File: src/rtl/ffd_pipe.sv
// ffd_pipe: WIDTH-bit, DEPTH-stage elastic register pipeline with valid/ready handshake,
// global enable, synchronous flush and bubble collapsing.
// Optional macro FFD_PIPE_OCC_EN adds an occ port holding the registered count of valid stages.
module ffd_pipe #(
    parameter int WIDTH = 8,
    parameter int DEPTH = 3,
    parameter logic [WIDTH-1:0] RESET_VAL = '0
) (
    input  logic             clk,
    input  logic             rst,
    input  logic             ena,
    input  logic             flush,
    input  logic [WIDTH-1:0] in_data,
    input  logic             in_valid,
    output logic             in_ready,
    output logic [WIDTH-1:0] out_data,
    output logic             out_valid,
    input  logic             out_ready
`ifdef FFD_PIPE_OCC_EN
    ,
    output logic [$clog2(DEPTH+1)-1:0] occ
`endif
);
    logic [WIDTH-1:0] data_q [DEPTH];
    logic [DEPTH-1:0] vld_q;
    logic [DEPTH:0] rdy;
    logic [WIDTH-1:0] up_data [DEPTH];
    logic [DEPTH-1:0] up_vld;

    // ready ripples back from the output; each stage sees its upstream neighbour
    always_comb begin
        rdy = '0;
        up_vld = '0;
        up_data = '{default: '0};
        rdy[DEPTH] = out_ready;
        for (int i = DEPTH - 1; i >= 0; i--) rdy[i] = ~vld_q[i] | rdy[i+1];
        up_data[0] = in_data;
        up_vld[0] = in_valid;
        for (int i = 1; i < DEPTH; i++) begin
            up_data[i] = data_q[i-1];
            up_vld[i] = vld_q[i-1];
        end
    end

    assign in_ready = ena & ~flush & rdy[0];
    assign out_valid = ena & vld_q[DEPTH-1];
    assign out_data = data_q[DEPTH-1];

    // stage registers: flush drops valids but keeps data; only ready stages load
    always_ff @(posedge clk) begin
        if (rst) begin
            vld_q <= '0;
            for (int i = 0; i < DEPTH; i++) data_q[i] <= RESET_VAL;
        end else if (flush) begin
            vld_q <= '0;
        end else if (ena) begin
            for (int i = 0; i < DEPTH; i++) begin
                if (rdy[i]) begin
                    data_q[i] <= up_data[i];
                    vld_q[i] <= up_vld[i];
                end
            end
        end
    end

`ifdef FFD_PIPE_OCC_EN
    localparam int OW = $clog2(DEPTH + 1);
    logic in_xfer;
    logic out_xfer;
    assign in_xfer = in_valid & in_ready;
    assign out_xfer = out_valid & out_ready;

    // occupancy: +1 on push only, -1 on pop only, cleared with the valids
    always_ff @(posedge clk) begin
        if (rst | flush) occ <= '0;
        else if (in_xfer & ~out_xfer) occ <= occ + OW'(1);
        else if (out_xfer & ~in_xfer) occ <= occ - OW'(1);
    end

    occ_matches_valids: assert property (@(posedge clk) disable iff (rst) occ == OW'($countones(vld_q)));
`endif
endmodule

File: config.mk
export PLATFORM = sky130hd
export DESIGN_NAME = ffd_pipe
export DESIGN_NICKNAME = d
export VERILOG_FILES = /design/src/rtl/ffd_pipe.sv
export SDC_FILE = /design/constraint.sdc
export NUM_CORES = 1
export LEC_CHECK = 0
export BUFFER_PORTS_ARGS = -buffer_cell sky130_fd_sc_hd__clkbuf_2
export CORE_ASPECT_RATIO = 1.25
export CORE_UTILIZATION = 30
export CTS_BUF_LIST = sky130_fd_sc_hd__clkbuf_8 sky130_fd_sc_hd__clkbuf_16
export DETAILED_ROUTE_END_ITERATION = 10
export GPL_TIMING_DRIVEN = 0
export RECOVER_POWER = 25
export SLEW_MARGIN = 30
export SYNTH_ARGS = -nofsm -noshare
export SYNTH_HDL_FRONTEND = slang
export SYNTH_SLANG_ARGS = --single-unit
File: constraint.sdc
create_clock -name clk -period 3.6 [get_ports clk]
set_clock_uncertainty 0.05 [all_clocks]
set_input_delay 0.54 -clock clk [delete_from_list [all_inputs] [get_ports clk]]
set_output_delay 0.54 -clock clk [all_outputs]
set_load 0.02 [all_outputs]
==> run summary, run 1 <==
Synthesized area: 0.001378 mm^2
Antenna Nets Post-Route: 0
Hold worst-path end: vld_q[2]
Clk sink count: 27
Count of pins over their slew limit: 0
TNS Setup: 0 ns
CP required: 3.01 ns
Power Dens Cells: 391.9 mW/mm^2
DRT Wirelength: 2.141 mm
WL/cell: 12.52 um
Period utilization: 72.48%
Post-CTS sizing: 0
Drc violations: 0
Hold-fix buffers, CTS: 0
Worst VDD drop: 0.1996 mV
# port buffers: 22
ANT cells: 0
CTS Buf Count: 3
Vias in the first global route: 759
Global-route wire length before repair: 3.857 mm
DR pass1 iterations: 4
Max-Cap Viols: 0
Vias/cell: 4.550
Critical path class: input port to output port
Cell Rows: 27
Highest clock rate: 383.3 MHz
Most common cell after layout, fill and taps aside: edfxtp_1
RR Endpoint: data_q[0][2]
GPL Wtd Cong: 0.7104
Core ar.: 0.004392 mm^2
Largest net degree at the start of global routing: 16
Overflow after GRT: 0
Endpoints failing setup: 0
GRT Total Usage: 10.05%
Share of cells above drive strength 1: 47.79%
Vias: 778
R2R setup slack: 1.37 ns
Minimum clock period: 2.609 ns
Syn_nets: 101
Min Hold Slack: 0.4844 ns
Ys Warns: 0
Layout area overhead: 11.72%
Worst skew pair latency: 0.27 ns
HP Start: vld_q[1]
Arr. time, crit path: 2.02 ns
Reg2reg path depth: 4
Detail Placement HPWL: 1.523 mm
Critical Path Fanout Max: 10
Placed Instance Area: 0.001560 mm^2
Chip width: 62.61 um
Fill count: 455
Sequential area share after synthesis: 56.68%
CTS Root Cell: clkbuf_8
Ports: 24
Status: finished clean
Synth Area per Inst: 15.83 um^2
Most frequent cells in the layout: 24 x edfxtp_1, 22 x clkbuf_2, 12 x nor4b_2, 12 x nor4b_1, 10 x buf_4
H-tree Lvls: 1
Syn Inst Count: 87
Crit path launch type: input port
Slew @ Worst Pin: 0.7387 ns
Worst Setup End Kind: output port
Post-CTS Setup Inserts: 0
DIE AREA: 0.004869 mm^2
Final net count: 128
Worst hold path type: flip-flop to flip-flop
DRT iter0 DRCs: 32
Leak pwr: 0.5547 nW
Reg2reg start: vld_q[1]
Initial Util: 31.37%
Design area: 0.001539 mm^2
PnR Total Power: 0.6032 mW
Register bit total from synthesis: 27
Clk buf depth: 2
Hold Path Stages: 2
Max_slew headroom: 50.54%
RSZ-0062 raised after global routing: false
Die H: 77.76 um
Library cells used by synthesis: 25
Clock transition at path regs: 0.09 ns
CTS tree: done
Final hold violation count: 0
Initial antenna violation count: 0
-- report_power, final --
group / total [mW] / leakage (nW) / switching (mW) / internal, mW
registers: 0.366 / 0.279 / 0.00483 / 0.361
clock network: 0.171 / 0.0255 / 0.0936 / 0.0775
logic: 0.0659 / 0.250 / 0.0353 / 0.0306
total: 0.603 / 0.555 / 0.134 / 0.469
-- metrics by stage --
step	worst slack (ns)	utilization (%)	instances
finish	0.9909	35.04	171
floorplan	1.529	-	87
detailed placement	1.173	35.53	167
global placement	1.147	35.53	167
global route	0.8447	35.04	171
CTS	1.470	36.58	171
-- how the worst max path moves through the flow --
| stage | from | to | slack, ns | cells past startpoint |
|---|---|---|---|---|
| after floorplan | flush | data_q[0][0] | 1.53 | 4 |
| after global placement | flush | data_q[0][3] | 1.15 | 5 |
| after detailed placement | flush | data_q[0][18] | 1.17 | 5 |
| after CTS | flush | data_q[0][21] | 1.47 | 5 |
| after global routing | vld_q[1] | in_ready | 0.84 | 5 |
| final | out_ready | in_ready | 0.99 | 6 |
-- cell usage after synthesis, drive strengths merged --
library cell  number  area share (%)
a21bo              1            0.73
nor4b             24              24
mux2i              1            0.73
a21boi             2             1.1
inv                1            0.27
edfxtp            24              52
nand2b             1            0.45
and4b              1            0.73
buf               17              10
nand3b             1            0.55
dfxtp              3             4.4
and2               1            0.45
o21ai              2            0.73
or3b               1            0.64
mux2               1            0.82
o211ai             1            0.55
o21a               1            0.55
and2b              1            0.55
nand2              1            0.27
nor2               2            0.55
-- state kept, by name, summed over array words and instances (netlist names) --
register	count
data_q	24
vld_q	3
-- final cells by class --
class	instances	area [um^2]	area share, %
Tap cell	58	72.57	4.715
Sequential cell	27	780.7	50.73
Clock buffer	3	41.29	2.683
Timing Repair Buffer	22	110.1	7.154
Multi-Input combinational cell	42	414.1	26.91
Buffer	17	111.4	7.236
Clock inverter	1	5.005	0.3252
Inverter	1	3.754	0.2439
-- metal layers --
layer  track usage, %  share of wire (%)  up-vias
li1                 -                  -      380
met1            12.88                 43      363
met2            16.41                 49       30
met3            1.912                6.1        5
met4            4.186                1.5        0
met5                0                  0        -
-- critical path, cell delays in order --
cell and delay, ns:
clkbuf_2 0.10, and4b_1 0.23, clkbuf_1 0.37, clkbuf_1 0.51, nor2_1 0.09, clkbuf_2 0.18
-- cell families after synthesis --
kind of cell    Yosys count  synth area share [%]
compound gates            7                 3.633
buf+inv                  18                 10.35
flops                    27                 56.68
mux                       2                 1.544
simple gates             33                 27.79
(Power assumes the default switching activity.)
==> inputs of run 2 (changes only) <==
--- a/config.mk
+++ b/config.mk
@@ -5,6 +5,7 @@
 export SDC_FILE = /design/constraint.sdc
 export NUM_CORES = 1
 export LEC_CHECK = 0
+export ABC_AREA = 1
 export BUFFER_PORTS_ARGS = -buffer_cell sky130_fd_sc_hd__clkbuf_2
 export CORE_ASPECT_RATIO = 1.25
 export CORE_UTILIZATION = 30
==> constraint.sdc (replaced) <==
create_clock -name clk -period 2.6 [get_ports clk]
set_clock_uncertainty 0.05 [all_clocks]
set_input_delay 0.39 -clock clk [delete_from_list [all_inputs] [get_ports clk]]
set_output_delay 0.39 -clock clk [all_outputs]
set_load 0.02 [all_outputs]
==> run 2 against run 1 <==
  * Final cell count increased by 13%
  * Sequential power rose by 38%
  * Worst setup slack gained 0.00075 ns
  * Routed wire length decreased by 21%
  * Area after synthesis down 14%
  * Die area is 13% lower
  * Via count fell by 3.9%
  * Global-route usage fell by 1.7 points
  * Non-clock buffer count is 6 lower
  * Critical path type is now flip-flop to flip-flop
  * Largest cell class unchanged
==> run summary, run 2 <==
Largest family of logic cells by synthesized area: buffers and inverters
Final hold violation count: 0
Most frequent cells in the layout: 31 x inv_1, 24 x nor2_1, 24 x edfxtp_1
DRT Wirelength: 1.699 mm
Post-CTS Setup Inserts: 0
Register bit total from synthesis: 27
Worst Setup End Kind: flip-flop
Reg2reg path depth: 4
Compound-gate portion of the synthesized area: 2.101%
TNS Setup: 0 ns
Highest clock rate: 621.7 MHz
DIE AREA: 0.004228 mm^2
Final net count: 154
Clock transition at path regs: 0.09 ns
Clk sink count: 27
Library cells used by synthesis: 15
Overflow after GRT: 0
Syn_nets: 127
Most used flip-flop cell after synthesis: edfxtp_1
GRT Total Usage: 8.386%
Reg area: 780.7 um^2
Critical path class: flip-flop to flip-flop
Top post-synthesis cells by area: edfxtp_1 61%, inv_1 9.5%, nor2_1 7.6%
DRT iter0 DRCs: 16
RSZ-0062 raised after global routing: false
Biggest register: data_q
Count of pins over their slew limit: 0
Crit path launch type: flip-flop
Mux share of post-synthesis cell area: 0%
Global-route wire length before repair: 2.642 mm
Design area: 0.001380 mm^2
Core ar.: 0.003785 mm^2
Drc violations: 0
Worst VDD drop: 0.1684 mV
Sequential area share after synthesis: 65.55%
EDFF count, synth: 24
Ports: 24
Cell-internal power: 0.6345 mW
Ys Warns: 0
Clk buf depth: 2
Largest regs: data_q: 24 flops, vld_q: 3 flops
Post-CTS sizing: 0
Switching Fraction: 21.41%
Die H: 72.45 um
H-tree Lvls: 1
Period utilization: 61.86%
Max_slew headroom: 53.72%
Most common cell after layout, fill and taps aside: inv_1
Vias: 748
Crit-path cells: nand4_1 -> nand3b_1 -> clkbuf_1 -> nor2_1
Post-synth top area cell: edfxtp_1
Worst skew pair latency: 0.26 ns
Endpoints failing setup: 0
Hold-fix buffers, CTS: 0
CTS tree: done
CTS Root Cell: clkbuf_8
Largest stage delay, worst path: 0.41 ns
Synth Area per Inst: 10.54 um^2
Largest net degree at the start of global routing: 15
Leak pwr: 0.6606 nW
DR pass1 iterations: 4
Synth Area in Adders: 0%
GPL Wtd Cong: 0.6658
Share of cells above drive strength 1: 26.62%
Most numerous cell in the Yosys netlist: inv_1
Critical Path Fanout Max: 10
Psw: 0.1729 mW
WL/cell: 8.803 um
# port buffers: 22
CP required: 2.56 ns
Arr. time, crit path: 1.57 ns
Fill count: 388
Max-Cap Viols: 0
Detail Placement HPWL: 1.310 mm
Async set or reset register ratio after synthesis: 0%
Final core utilization: 36.46%
Area of the multi-input gates: 191.4 um^2
Synthesized area: 0.001191 mm^2
Flip-flop count of the largest register after layout: 24
Initial antenna violation count: 0
Minimum clock period: 1.608 ns
ANT cells: 0
Status: finished clean
Combinational power share: 9.5%
Sequential share of power: 62.7%
Initial Util: 31.47%
Chip width: 58.36 um
Hold Path Stages: 3
Simple-gate share of the synthesized area: 15.55%
Crit path max-delay cell type: dfxtp_1
Commonest cells post-synth: 30 x inv_1, 24 x edfxtp_1, 24 x nor2_1
Post-synthesis xor/xnor area fraction: 0%
Placed Instance Area: 0.001369 mm^2
Antenna Nets Post-Route: 0
Worst hold path type: input port to flip-flop
Clock power share: 27.8%
Layout area overhead: 15.86%
Power Dens Cells: 585.0 mW/mm^2
CTS Buf Count: 3
Syn Inst Count: 113
Vias in the first global route: 656
Slew @ Worst Pin: 0.6895 ns
Cell Rows: 25
Vias/cell: 3.876
Yosys top cell area share: 60.50%
-- run 2: changes by cell type in the layout (fill, tap and decap cells not counted), sizes merged, moves of 2 or more --
cell / delta
inv: +30
nor2: +24
nor4b: -24
nand2: +9
buf: -4
a21boi: -2
a21oi: +2
clkbuf: -2
nand3: +2
-- run 2: final timing paths --
kind                  from           end  slack (ns)
hold / removal    in_valid      vld_q[0]        0.30
setup reg to reg  vld_q[2]  data_q[0][0]        0.99
setup / recovery  vld_q[2]  data_q[0][0]        0.99
hold reg to reg   vld_q[0]      vld_q[0]        0.45
-- run 2: final cells by class --
type / instances / share of cell area (%)
Inverter: 30 / 8.160
Clock inverter: 1 / 0.2720
Multi-Input combinational cell: 45 / 13.87
Tap cell: 54 / 4.896
Timing Repair Buffer: 22 / 7.978
Clock buffer: 3 / 2.992
Sequential cell: 27 / 56.57
Buffer: 11 / 5.258
-- run 2: cells by family after synthesis --
| family | count (synthesis) |
|---|---|
| DFF | 27 |
| buffers and inverters | 41 |
| AOI/OAI and AO/OA | 5 |
| and+or+nand+nor | 40 |
-- run 2: metal layers --
metal | global-route usage [%] | part of all wire (%) | vias up
met5 | 0 | 0 | -
met4 | 7.143 | 2.4 | 0
met3 | 0.5348 | 2.8 | 2
met2 | 16.60 | 58 | 15
met1 | 7.339 | 37 | 345
li1 | - | - | 386
-- run 2: critical path: cells and delay by family (launching register included) --
family,cells,cell delay (ns)
buffers and inverters,1,0.41
flip-flops,1,0.41
AND/OR/NAND/NOR,3,0.47
-- run 2: power groups by stage --
stage                     sequential (mW)  combinational, mW  clock [mW]
after floorplan                     0.515             0.0564           0
after global placement              0.515             0.0779           0
after detailed placement            0.517             0.0809           0
after CTS                           0.507             0.0811       0.230
after global routing                0.508             0.0850       0.246
final                               0.506             0.0767       0.225
-- run 2: stage by stage --
stage	hold WS [ns]	total power [mW]	cells	setup WS (ns)
floorplan	0.4087	0.5709	113	0.8895
global placement	0.4157	0.5933	189	0.6787
detailed placement	0.4474	0.5975	189	0.6419
CTS	0.2936	0.8173	193	0.8033
global route	0.3121	0.8396	193	0.8396
finish	0.2974	0.8074	193	0.9916
